### src/rtl/fifo_defs_pkg.sv
// -----------------------------------------------------------------------------
// fifo_defs
//   Shared definitions for the parametrised FIFO.
//   - clog2()            : address-width helper usable in parameter/port decls
//   - FIFO_STD/FIFO_FWFT : read-mode selectors for the FWFT parameter
// -----------------------------------------------------------------------------
package fifo_defs;

    localparam int FIFO_STD  = 0;
    localparam int FIFO_FWFT = 1;

    // Ceiling log2; clog2(1) = 0, clog2(16) = 4, clog2(17) = 5.
    function automatic int clog2(input int value);
        int result;
        int rem;
        result = 0;
        rem    = value - 1;
        while (rem > 0) begin
            result = result + 1;
            rem    = rem >> 1;
        end
        return result;
    endfunction

endpackage

### src/rtl/fifo_mem.sv
// -----------------------------------------------------------------------------
// fifo_mem
//   WIDTH x DEPTH dual-port storage: synchronous write, asynchronous read,
//   intended to map onto distributed (LUT) RAM.
//   Ports:
//     clk    in   write clock
//     we     in   write enable
//     waddr  in   write address
//     wdata  in   write data
//     raddr  in   read address
//     rdata  out  read data (combinational from raddr)
// -----------------------------------------------------------------------------
module fifo_mem
    import fifo_defs::*;
#(
    parameter int WIDTH = 8,
    parameter int DEPTH = 16,
    parameter int AW    = clog2(DEPTH)
) (
    input  logic             clk,
    input  logic             we,
    input  logic [AW-1:0]    waddr,
    input  logic [WIDTH-1:0] wdata,
    input  logic [AW-1:0]    raddr,
    output logic [WIDTH-1:0] rdata
);

    logic [WIDTH-1:0] mem [DEPTH];

    // NOTE: storage has no reset; a reset port would block distributed-RAM
    // mapping, and occupancy is tracked by the controller anyway.
    always_ff @(posedge clk) begin
        if (we) begin
            mem[waddr] <= wdata;
        end
    end

    assign rdata = mem[raddr];

endmodule

### src/rtl/param_fifo.sv
// -----------------------------------------------------------------------------
// param_fifo
//   Single-clock FIFO with occupancy count, almost-full/almost-empty
//   thresholds, sticky overflow/underflow flags, synchronous flush and a
//   selectable standard (registered) or first-word-fall-through read port.
//   Ports:
//     clk           in   system clock, rising edge
//     rst           in   synchronous active-low reset
//     clr           in   synchronous flush (pointers, count, error flags)
//     data_in       in   write data
//     wen / ren     in   write / read requests
//     data_out      out  read data (registered, or head-of-queue in FWFT)
//     full, empty   out  count == DEPTH / count == 0
//     almost_full   out  count >= AFULL_THRESH
//     almost_empty  out  count <= AEMPTY_THRESH
//     count         out  occupancy 0..DEPTH
//     overflow      out  sticky: a write was dropped
//     underflow     out  sticky: a read was attempted while empty
// -----------------------------------------------------------------------------
module param_fifo
    import fifo_defs::*;
#(
    parameter int WIDTH         = 8,
    parameter int DEPTH         = 16,
    parameter int AFULL_THRESH  = DEPTH - 2,
    parameter int AEMPTY_THRESH = 2,
    parameter int FWFT          = FIFO_STD
) (
    input  logic                  clk,
    input  logic                  rst,
    input  logic                  clr,
    input  logic [WIDTH-1:0]      data_in,
    input  logic                  wen,
    input  logic                  ren,
    output logic [WIDTH-1:0]      data_out,
    output logic                  full,
    output logic                  empty,
    output logic                  almost_full,
    output logic                  almost_empty,
    output logic [clog2(DEPTH):0] count,
    output logic                  overflow,
    output logic                  underflow
);

    localparam int AW = clog2(DEPTH);
    localparam int CW = AW + 1;

    localparam logic [CW-1:0] DEPTH_C  = CW'(DEPTH);
    localparam logic [CW-1:0] AFULL_C  = CW'(AFULL_THRESH);
    localparam logic [CW-1:0] AEMPTY_C = CW'(AEMPTY_THRESH);

    if ((DEPTH < 2) || ((DEPTH & (DEPTH - 1)) != 0)) begin : g_bad_depth
        $error("param_fifo: DEPTH must be a power of two >= 2");
    end
    if ((AFULL_THRESH < 1) || (AFULL_THRESH > DEPTH)) begin : g_bad_afull
        $error("param_fifo: AFULL_THRESH must be in 1..DEPTH");
    end
    if ((AEMPTY_THRESH < 0) || (AEMPTY_THRESH > DEPTH - 1)) begin : g_bad_aempty
        $error("param_fifo: AEMPTY_THRESH must be in 0..DEPTH-1");
    end
    if ((FWFT != FIFO_STD) && (FWFT != FIFO_FWFT)) begin : g_bad_mode
        $error("param_fifo: FWFT must be FIFO_STD or FIFO_FWFT");
    end

    logic [AW-1:0]    wr_ptr;
    logic [AW-1:0]    rd_ptr;
    logic [CW-1:0]    count_nxt;
    logic             wr_acc;
    logic             rd_acc;
    logic [WIDTH-1:0] rd_data;

    fifo_mem #(
        .WIDTH (WIDTH),
        .DEPTH (DEPTH),
        .AW    (AW)
    ) u_mem (
        .clk   (clk),
        .we    (wr_acc),
        .waddr (wr_ptr),
        .wdata (data_in),
        .raddr (rd_ptr),
        .rdata (rd_data)
    );

    // A full FIFO still accepts a write when a read frees a slot in the same
    // cycle. A flush suppresses both so no data moves while clearing.
    // NOTE: every always_comb output gets a default first so no latch forms.
    always_comb begin
        rd_acc    = ren && !empty && !clr;
        wr_acc    = wen && (!full || (ren && !empty)) && !clr && rst;
        count_nxt = count;
        if (wr_acc && !rd_acc) begin
            count_nxt = count + CW'(1);
        end else if (rd_acc && !wr_acc) begin
            count_nxt = count - CW'(1);
        end
    end

    // Flags are registered from the next count so they line up with count.
    // NOTE: sequential state uses non-blocking assignments only.
    always_ff @(posedge clk) begin
        if (!rst || clr) begin
            wr_ptr       <= '0;
            rd_ptr       <= '0;
            count        <= '0;
            empty        <= 1'b1;
            full         <= 1'b0;
            almost_empty <= 1'b1;
            almost_full  <= 1'b0;
            overflow     <= 1'b0;
            underflow    <= 1'b0;
        end else begin
            if (wr_acc) begin
                wr_ptr <= wr_ptr + AW'(1);
            end
            if (rd_acc) begin
                rd_ptr <= rd_ptr + AW'(1);
            end
            count        <= count_nxt;
            empty        <= (count_nxt == '0);
            full         <= (count_nxt == DEPTH_C);
            almost_empty <= (count_nxt <= AEMPTY_C);
            almost_full  <= (count_nxt >= AFULL_C);
            overflow     <= overflow  || (wen && !wr_acc);
            underflow    <= underflow || (ren && empty);
        end
    end

    if (FWFT == FIFO_FWFT) begin : g_fwft
        assign data_out = rd_data;
    end else begin : g_std
        logic [WIDTH-1:0] dout_q;

        // Flush keeps the last read word; only reset clears it.
        always_ff @(posedge clk) begin
            if (!rst) begin
                dout_q <= '0;
            end else if (rd_acc) begin
                dout_q <= rd_data;
            end
        end

        assign data_out = dout_q;
    end

endmodule

### config.mk
export PLATFORM = sky130hd
export DESIGN_NAME = param_fifo
export DESIGN_NICKNAME = d
export VERILOG_FILES = /design/src/rtl/fifo_defs_pkg.sv /design/src/rtl/fifo_mem.sv /design/src/rtl/param_fifo.sv
export SDC_FILE = /design/constraint.sdc
export NUM_CORES = 1
export LEC_CHECK = 0
export BUFFER_PORTS_ARGS = -buffer_cell sky130_fd_sc_hd__buf_2
export CAP_MARGIN = 20
export CORE_ASPECT_RATIO = 0.9
export CORE_UTILIZATION = 60
export CTS_BUF_LIST = sky130_fd_sc_hd__clkbuf_16
export DETAILED_ROUTE_END_ITERATION = 7
export GPL_TIMING_DRIVEN = 0
export PLACE_DENSITY_LB_ADDON = 0.08
export SYNTH_ARGS = -nofsm -noshare
export SYNTH_HDL_FRONTEND = slang
export SYNTH_HIERARCHICAL = 1
export SYNTH_SLANG_ARGS = --single-unit
### constraint.sdc
create_clock -name clk -period 2.8 [get_ports clk]
set_input_delay 0.42 -clock clk [delete_from_list [all_inputs] [get_ports clk]]
set_output_delay 0.42 -clock clk [all_outputs]
set_load 0.005 [all_outputs]
# Yosys cells after proc, flatten, opt, wreduce, memory -nomap -nowiden
# Memories as Yosys holds them, arrays and structs flattened. A register that Yosys moved wholly into a read port is not among the register bits.
# Cells that the tools add are included.
# op_classes
n_addsub,4
multipliers,0
div,0
order_cmp,2
eq_ne,1
shifts,0
muxes,4
n_bitwise,0
reduce_logical,21
# ops
cell,n
5-bit 2-to-1 mux,2
1-bit logical AND,9
4-bit by 1-bit adder with 4-bit output (second input constant),2
1-bit zero test,7
5-bit by 1-bit adder with 5-bit output (second input constant),1
5-bit equality test (second input constant),1
5-bit by 4-bit greater-or-equal comparator with 1-bit output (second input constant),1
5-bit by 2-bit less-or-equal comparator with 1-bit output (second input constant),1
5-bit zero test,1
5-bit by 1-bit subtractor with 5-bit output (second input constant),1
1-bit logical OR,4
1-bit 2-to-1 mux,2
# word_totals
ff_bits,19
latchBits,0
ramBits,128
mem_bits_ro,0
elab_cells,42
mem_count,1
# memory_table
name,words,word_bits,read_ports,rd_ports_with_merged_regs,write_ports,line_no,source
u_mem.mem,16,8,1,1,1,fifo_mem.sv:28,logic [WIDTH-1:0] mem [DEPTH];

# Longest topological paths before layout
# Gate-level depths: netlist of the first run.
# depth
word_depth,11
depth_mapped,8
depth_no_buf,7

# By module
# Netlist of the first run, hierarchy kept.
# by_module_without_submodules
mod,instances,cells_each,area_each_um2,seq_area_each_um2
fifo_mem,1,221,4987.3,3843.7
param_fifo,1,128,1217.4,540.5

# Worst setup path before layout of the first run
# No wires, ideal clock.
# synth_path
path_kind,input to register
start,input rst
end,memory u_mem.mem[0][0] (enable)
setup_time_ns,0.383
t_arrival_ns,2.213
path_slack_ns,0.204
cell_stages,5
n_path_buf,1
path_cell_list,clkbuf_1 nor2b_1 and2_1 or3b_2 nor3_1
# synth_via
elab_chain_len,3
# synth_rtl
item,line_no,source
from (decl),param_fifo.sv:30,"input logic rst,"
1-bit logical AND,param_fifo.sv:90,wr_acc = wen && (!full || (ren && !empty)) && !clr && rst;
net wr_acc,param_fifo.sv:68,logic wr_acc;
1-bit 2-to-1 mux,fifo_mem.sv:33,if (we) begin
1-bit 2-to-1 mux (implied by the code),fifo_mem.sv:34,mem[waddr] <= wdata;
to (decl),fifo_mem.sv:28,
# The timed path passes the listed nets, and every way through them passes these cells.

# Final worst setup path of the first run
# layout_path
start,register empty
end,memory u_mem.mem[0][4] (enable)
# layout_via
elab_chain_len,8
# layout_rtl
item,line_no,source
from (decl),param_fifo.sv:37,"output logic empty,"
from (signal assigned),param_fifo.sv:120,empty <= (count_nxt == '0);
1-bit zero test,param_fifo.sv:90,
1-bit logical AND,param_fifo.sv:90,
1-bit logical OR,param_fifo.sv:90,
1-bit logical AND (3 in series),param_fifo.sv:90,
net wr_acc,param_fifo.sv:68,
1-bit 2-to-1 mux,fifo_mem.sv:33,
1-bit 2-to-1 mux (implied by the code),fifo_mem.sv:34,
# The timed path passes the listed nets, and every way through them passes these cells.

==> results of run 1 <==
[routing by layer]
| metal | track usage [%] | wire length, µm |
|---|---|---|
| met4 | 8.82 | 167 |
| met1 | 35.6 | 5290 |
| met5 | 0 | 0 |
| met2 | 39.6 | 6070 |
| met3 | 5.89 | 579 |
[flip-flops by register name, summed over array words and instances, names as in the netlist]
| register | cells |
|---|---|
| u_mem/mem | 128 |
| data_out | 8 |
| count | 5 |
| rd_ptr | 4 |
| wr_ptr | 4 |
| almost_empty | 1 |
| almost_full | 1 |
| empty | 1 |
| full | 1 |
| overflow | 1 |
| underflow | 1 |
[cell families (layout without fill, tap and decap cells)]
| family | Yosys count | after routing |
|---|---|---|
| flip-flops | 155 | 155 |
| AND/OR/NAND/NOR | 91 | 91 |
| AO/OA/AOI/OAI | 39 | 39 |
| multiplexers | 35 | 35 |
| buffers and inverters | 16 | 83 |
| XOR/XNOR | 9 | 9 |
| adder cells (fa/ha/maj) | 4 | 4 |
[final cells by class]
type,count,area [µm²]
multi-input combinational,178,1720
clock buffer,17,425
sequential,155,4380
timing repair buffer,35,185
tap,126,158
inverter,2,7.51
fill,624,2660
buffer,14,103
clock inverter,15,223
[cell usage in the layout, fill, tap and decap left out, types with 3 or more instances in the layout]
cell type,netlist,layout
ha_1,4,4
buf_2,4,35
a21oi_1,3,3
nor2_1,24,23
edfxtp_1,128,128
a22oi_1,17,17
xor2_1,4,4
clkinvlp_4,0,5
nand2_1,31,31
buf_4,1,5
clkdlybuf4s25_2,3,3
clkbuf_16,0,17
buf_6,3,3
a21boi_0,8,8
and2_1,4,4
mux4_1,14,14
mux4_2,18,18
xnor2_1,5,5
bufinv_16,0,5
inv_1,2,3
nor3_1,4,3
dfxtp_1,27,27
nand2b_1,4,4
clkbuf_1,3,3
[critical path: cells and delay by family, from the launching register on]
kind | cells | cell delay [ps]
AOI/OAI and AO/OA | 1 | 410
and+or+nand+nor | 4 | 1460
buffers and inverters | 1 | 250
DFF | 1 | 340
[path summary, 6_finish.rpt]
path	from	endpoint	depth (start not counted)
min reg2reg	underflow$_SDFF_PP0_	underflow$_SDFF_PP0_	2
min	ren	underflow$_SDFF_PP0_	3
max	empty$_SDFF_PP1_	u_mem/mem[0][4]$_DFFE_PP_	6
max reg2reg	empty$_SDFF_PP1_	u_mem/mem[0][4]$_DFFE_PP_	6
[where the power goes]
group	leakage, nW	internal, mW	switching [mW]	total [mW]
registers	1.37	2.50	0.00680	2.51
clock network	0.303	1.58	0.902	2.48
logic	0.728	0.0366	0.0729	0.109
[Yosys cell counts, types with 3 or more instances]
master | count | area (µm²)
a21boi_0 | 8 | 60.1
dfxtp_1 | 27 | 541
mux4_1 | 14 | 368
a21oi_1 | 3 | 15.0
buf_2 | 4 | 20.0
nor2_1 | 24 | 90.1
mux4_2 | 18 | 405
nand2_1 | 31 | 116
and2_1 | 4 | 25.0
nand2b_1 | 4 | 25.0
clkbuf_1 | 3 | 11.3
buf_6 | 3 | 33.8
clkdlybuf4s25_2 | 3 | 30.0
edfxtp_1 | 128 | 3840
ha_1 | 4 | 50.1
a22oi_1 | 17 | 128
nor3_1 | 4 | 20.0
xor2_1 | 4 | 35.0
xnor2_1 | 5 | 43.8
[timing repair]
action                     4_1_cts  5_1_grt
setup buffers                    0        0
gates resized for setup          1        2
pin swaps                        0        0
hold buffers                     0        0
setup endpoints to repair        8       28
==> out/results.txt, run 1 <==
The sort of element at the end of the critical path was a flop. The xor/xnor share of the synthesized area works out to 1.27%. TritonCTS built the clock tree. The number of antenna diodes in the final layout is 0.

Class of the tightest hold or removal check: in -> reg. The critical path is of the reg -> reg type. Before antenna repair, the detailed router went through 5 iterations. In this run the clock root is driven by a clkbuf_16.

Layout cell share with drive strength beyond 1: 26.4%. The aggregate global routing overflow is 0, and the core box area is 9870 µm². The run gives 25.4% as the all-layer global routing usage.

The clock arrives with 11.2 ps of skew. Highest-delay cell along the critical path: or3b_2. Once placement completed, the tool counted placed cells totaling 510. After synthesis, the largest family of logic cells by area is multiplexers. For the arrival time at the worst endpoint, the log shows 2880 ps. Of the total synthesized cell area, the portion taken by full adders, half adders and majority gates is 0.807%. The number of instances in the synthesized netlist came out at 349. The area share of and/or/nand/nor cells after synthesis came out at 7.58%.

The Yosys step of the flow raised 6 warnings. After synthesis the netlist holds a flip-flop and latch count of 155. The number of DRC markers in iteration 0 was 230.

The count of nets left with antenna violations once routing finished came out at 0. Port buffering added 31 buffers. In this run the deepest clock path goes through 2 buffers.

For the number of top-level pins, the log shows 32. The tools report the number of pins exceeding their max-slew limit in the final report as 0. For the pin with the worst max-slew slack, the measured transition is 875 ps.

Once detailed placement completed, the half-perimeter wirelength came to 7.95 mm. At the end of the flow the core is filled with cells to 73.0%. The mean area per synthesized cell is 17.8 µm², and the filler-free cell count of the finished design is 542. Clock tree synthesis found a total of 155 sinks.

The overall power of the completed layout is 5.10 mW. The logs give 0 for the number of failing setup endpoints in the final timing report and 0.000785 V for the worst-case vdd ir drop. Reported leakage power: 2.40 nW. The floorplan row count was 34; the compound-gate portion of the synthesized area was 4.94%. In the post-route analysis, the smallest setup slack over all paths is 45.5 ps.

Dividing the detail-routed via count by the number of cells gives 6.04. From left edge to right edge, the die measures 109 µm. Number of antenna violations at the first check in global routing: 0. Setup repair after global routing could not meet its margin everywhere. The post-detailed-placement cell area came out at 6550 µm². At the later pin of the worst-skew pair, clock insertion delay measures 420 ps. The floorplan step defined a die boundary enclosing 10800 µm². The post-layout minimum cycle time came out at 2750 ps. Dividing the detail-routed wire length by the instance count gives 22.3 µm. The tools report the startpoint type of the worst setup path as a flop.

The number of clock buffers inserted by TritonCTS was 17; the share of synthesized area occupied by flip-flops and latches was 70.7%. Net count of the mapped netlist: 366. The routed design has 12.1 mm of wire.

The fmax came out at 0.363 GHz. The hold violation total from the final report was 0; the count of distinct cell types in the synthesized netlist was 50. Entering global routing, the biggest net connects 17 pins.

The maximum level of the CTS H-tree is 4, and the via count of the routed design is 3272. Measured against its own limit, the worst slew margin works out to 41.4%. Of all nets on the critical path, the largest fanout is 5.

The weighted congestion at the end of routability-driven global placement was 0.870. The flow ran to the end, and the final reports show no timing, DRC or antenna violations. The tools report the worst setup slack after placement as -616 ps.

Adding up every negative setup slack in the final design gives 0 ps. The final routed DRC violation total was 0; the post-route clock period utilization was 98.4%. The number of maximum-capacitance violations was 0. The async set-or-reset flop fraction in the synthesized netlist was 0%; the final non-filler cell area was 7210 µm². The logs give 3235 for the via count of the first global-routing pass and 2930 ps for the required time at the worst-slack endpoint.

In the final design database the tool counted 420 nets. Hold timing on the final database bottoms out at a slack of 265 ps. Walking the worst path, the cells encountered are nand2b_1, a21boi_1, and2_1, or3b_2, nor3_2, buf_4. From synthesis to final layout, the design area changed by 16.1%. The cell area after synthesis is 6200 µm². Clock-pin slew was measured on the worst setup and hold paths at 60 ps. The critical path's largest stage delay was 520 ps; the power density relative to cell area was 708 nW/µm². The floorplan step set the die height to 98.5 µm.

The reg2reg setup slack is 50 ps, and the number of flops mapped to enable cells by yosys is 128. Among all flip-flop cells after synthesis, the most frequent one is edfxtp_1. The initial cell density of the core was 62.9%. Multiplexer cells account for 13.0% of the synthesized area. The run gives 18.7 mm as the global-route wire length before repair.
No activity file was read; power rests on OpenSTA's default activity.
==> run 2, diff against run 1 <==
--- a/config.mk
+++ b/config.mk
@@ -7,7 +7,6 @@
 export LEC_CHECK = 0
 export BUFFER_PORTS_ARGS = -buffer_cell sky130_fd_sc_hd__buf_2
 export CAP_MARGIN = 20
-export CORE_ASPECT_RATIO = 0.9
 export CORE_UTILIZATION = 60
 export CTS_BUF_LIST = sky130_fd_sc_hd__clkbuf_16
 export DETAILED_ROUTE_END_ITERATION = 7
==> out/results.txt, run 2 (synthesis results as in run 1) <==
After detailed routing, the average wire length per cell comes to 21.9 µm. Met1 layer wirelength in the final routing: 5.23 mm. The floorplan row count is 36. The library cells used most frequently in the layout, excluding fill and tap cells, are 128 x edfxtp_1, 36 x buf_2, 31 x nand2_1, 27 x dfxtp_1, 21 x nor2_1.

The via count of the first global-routing pass is 3356. The utilization of the core after routing was 72.7%. Between clock sinks in the finished design, the worst skew comes to 9.20 ps.

The tools report the aggregate global routing overflow as 0. The post-route clock period utilization is 95.5%. The sort of element at the end of the critical path is a flop. The tools report the all-layer global routing usage as 24.7%. The full die area was 10800 µm²; the final critical-path setup slack was 127 ps. The tools report the number of failing setup endpoints in the final timing report as 0. The detailed router used layers up to and including met4.

After detailed routing, the number of remaining DRC violations is 0. The count of clock tree sinks was 155; the number of pins exceeding their max-slew limit in the final report was 0. The number of maximum-capacitance violations is 0.

Pin slew with the least headroom to its limit: 894 ps. The number of antenna violations at the first check in global routing is 0, and the fmax is 0.374 GHz. The run gives 17 as the pin count of the biggest net entering global routing. For this design the ratio of total power to cell area is 702 nW/µm².

The maximum level of the CTS H-tree was 4; the worst setup slack after placement was -311 ps. The final route contains 3281 vias. Once the floorplan was initialized, standard cells occupied 62.6% of the core.

Subtracting the final worst setup slack from the clock period gives 2670 ps. The repair_antennas step left the layout with diodes totalling 0. TritonCTS built the clock tree.

The region available for standard cell placement spans 9910 µm². The clock passes through at most 2 buffers. Buffers inserted during clock tree synthesis total 17. During placement, the flow inserted port buffers numbering 31.

Hold is met by 264 ps. Clock-pin slew was measured on the worst setup and hold paths at 60 ps. The critical path in this run is classified as reg -> reg. The register ranked first by flip-flop count was u_mem/mem.

Leaving out fill and tap cells, the most frequent cell in the layout is edfxtp_1. The die is 104 µm wide. The source-to-sink clock delay at the later pin of the worst-skew pair was 420 ps; the number of search-and-repair iterations in the first detailed-routing pass was 4. For the required time at the worst-slack endpoint, the log shows 2920 ps. The largest driver fanout on the critical path was 6; the routed wire length on met2 was 6.12 mm.

The worst-case vdd ir drop came out at 0.000424 V. The first global-routing pass estimated 18.9 mm of wire. STA classifies the critical path startpoint as a flop. The worst hold path belongs to the class in -> reg. The layout net count was 420; the post-CTS setup buffer count was 0. The register with the most flip-flops in the layout has 128 of them. The layout overhead on the synthesized area was 16.1%. Setup repair after global routing left no endpoint under its margin. The hold violation total from the final report was 0. The tree is rooted in a clkbuf_16.

The count of hold-fix buffers inserted at cts is 0, and the average vias per placed instance is 5.98. Headroom to the max-slew limit came out at 40.2%. The final layout contains routed wiring with a total length of 12.0 mm.

Detailed placement ended at an HPWL of 7.84 mm. Counting the fill cells in the layout gives 641. The weighted congestion at the end of routability-driven global placement came out at 0.875. Met3 wirelength from detailed routing: 522 µm.

The reported leakage power was 2.40 nW; the number of DRC markers in iteration 0 was 239. The run finished with clean final reports. The tools report the number of top-level pins as 32. From bottom edge to top edge, the die measures 104 µm. The count of nets left with antenna violations once routing finished came out at 0. Data on the critical path arrives at its endpoint at 2790 ps.

Cells with a size suffix above 1 make up 26.9% of the layout. The run gives 5.06 mW as the overall power of the completed layout.
-- run 2: changes by cell type in the layout (fill, tap and decap cells not counted), sizes merged --
| cell | change |
|---|---|
| bufinv | -1 |
| inv | +3 |
| clkinvlp | -2 |
-- run 2: final timing paths --
| kind | startpoint | endpoint | slack, ps | depth (start not counted) |
|---|---|---|---|---|
| hold / removal | ren | underflow$_SDFF_PP0_ | 260 | 3 |
| hold reg to reg | underflow$_SDFF_PP0_ | underflow$_SDFF_PP0_ | 460 | 2 |
| setup reg to reg | empty$_SDFF_PP1_ | u_mem/mem[0][0]$_DFFE_PP_ | 130 | 6 |
| setup / recovery | empty$_SDFF_PP1_ | u_mem/mem[0][0]$_DFFE_PP_ | 130 | 6 |
-- run 2: where the power goes --
part | switching [mW] | internal, mW | leakage [nW] | total (mW)
Sequential | 0.00651 | 2.50 | 1.37 | 2.51
Combinational | 0.0731 | 0.0361 | 0.726 | 0.109
Clock | 0.933 | 1.51 | 0.303 | 2.44
Total | 1.01 | 4.05 | 2.40 | 5.06
-- run 2: layout make-up --
cell class / instances / area (µm²) / share of cell area [%]
well taps: 133 / 166 / 2.31
repair buffers: 35 / 183 / 2.54
inverters: 2 / 7.51 / 0.104
flip-flops and latches: 155 / 4380 / 60.9
clock inverters: 15 / 211 / 2.94
multi-input cells: 178 / 1720 / 23.9
clock buffers: 17 / 425 / 5.91
plain buffers: 14 / 103 / 1.42
-- run 2: repair_timing --
item	CTS	global route
resized for setup	3	1
pin swaps	0	0
endpoints found under the hold margin	0	0
setup endpoints to repair	22	8
-- run 2: metal layers --
| metal | track usage [%] | vias up |
|---|---|---|
| met5 | 0 | - |
| met4 | 8.88 | 0 |
| met3 | 5.22 | 14 |
| met2 | 40.0 | 102 |
| met1 | 33.5 | 1652 |
| li1 | - | 1513 |
-- run 2: stage by stage --
stage          TNS, ps  instances  cell area [µm²]
2_1_floorplan        0        349             6200
3_3_place_gp    -17700        513             6530
3_5_place_dp     -7980        517             6550
4_1_cts              0        549             7200
5_1_grt              0        549             7200
6_report             0        549             7200
-- run 2: critical path: stages (launching register included) --
cell and delay [ps]:
dfxtp_1 340, nand2b_1 200, a21boi_1 430, and2_1 300, or3b_2 540, nor3_2 280, buf_2 270
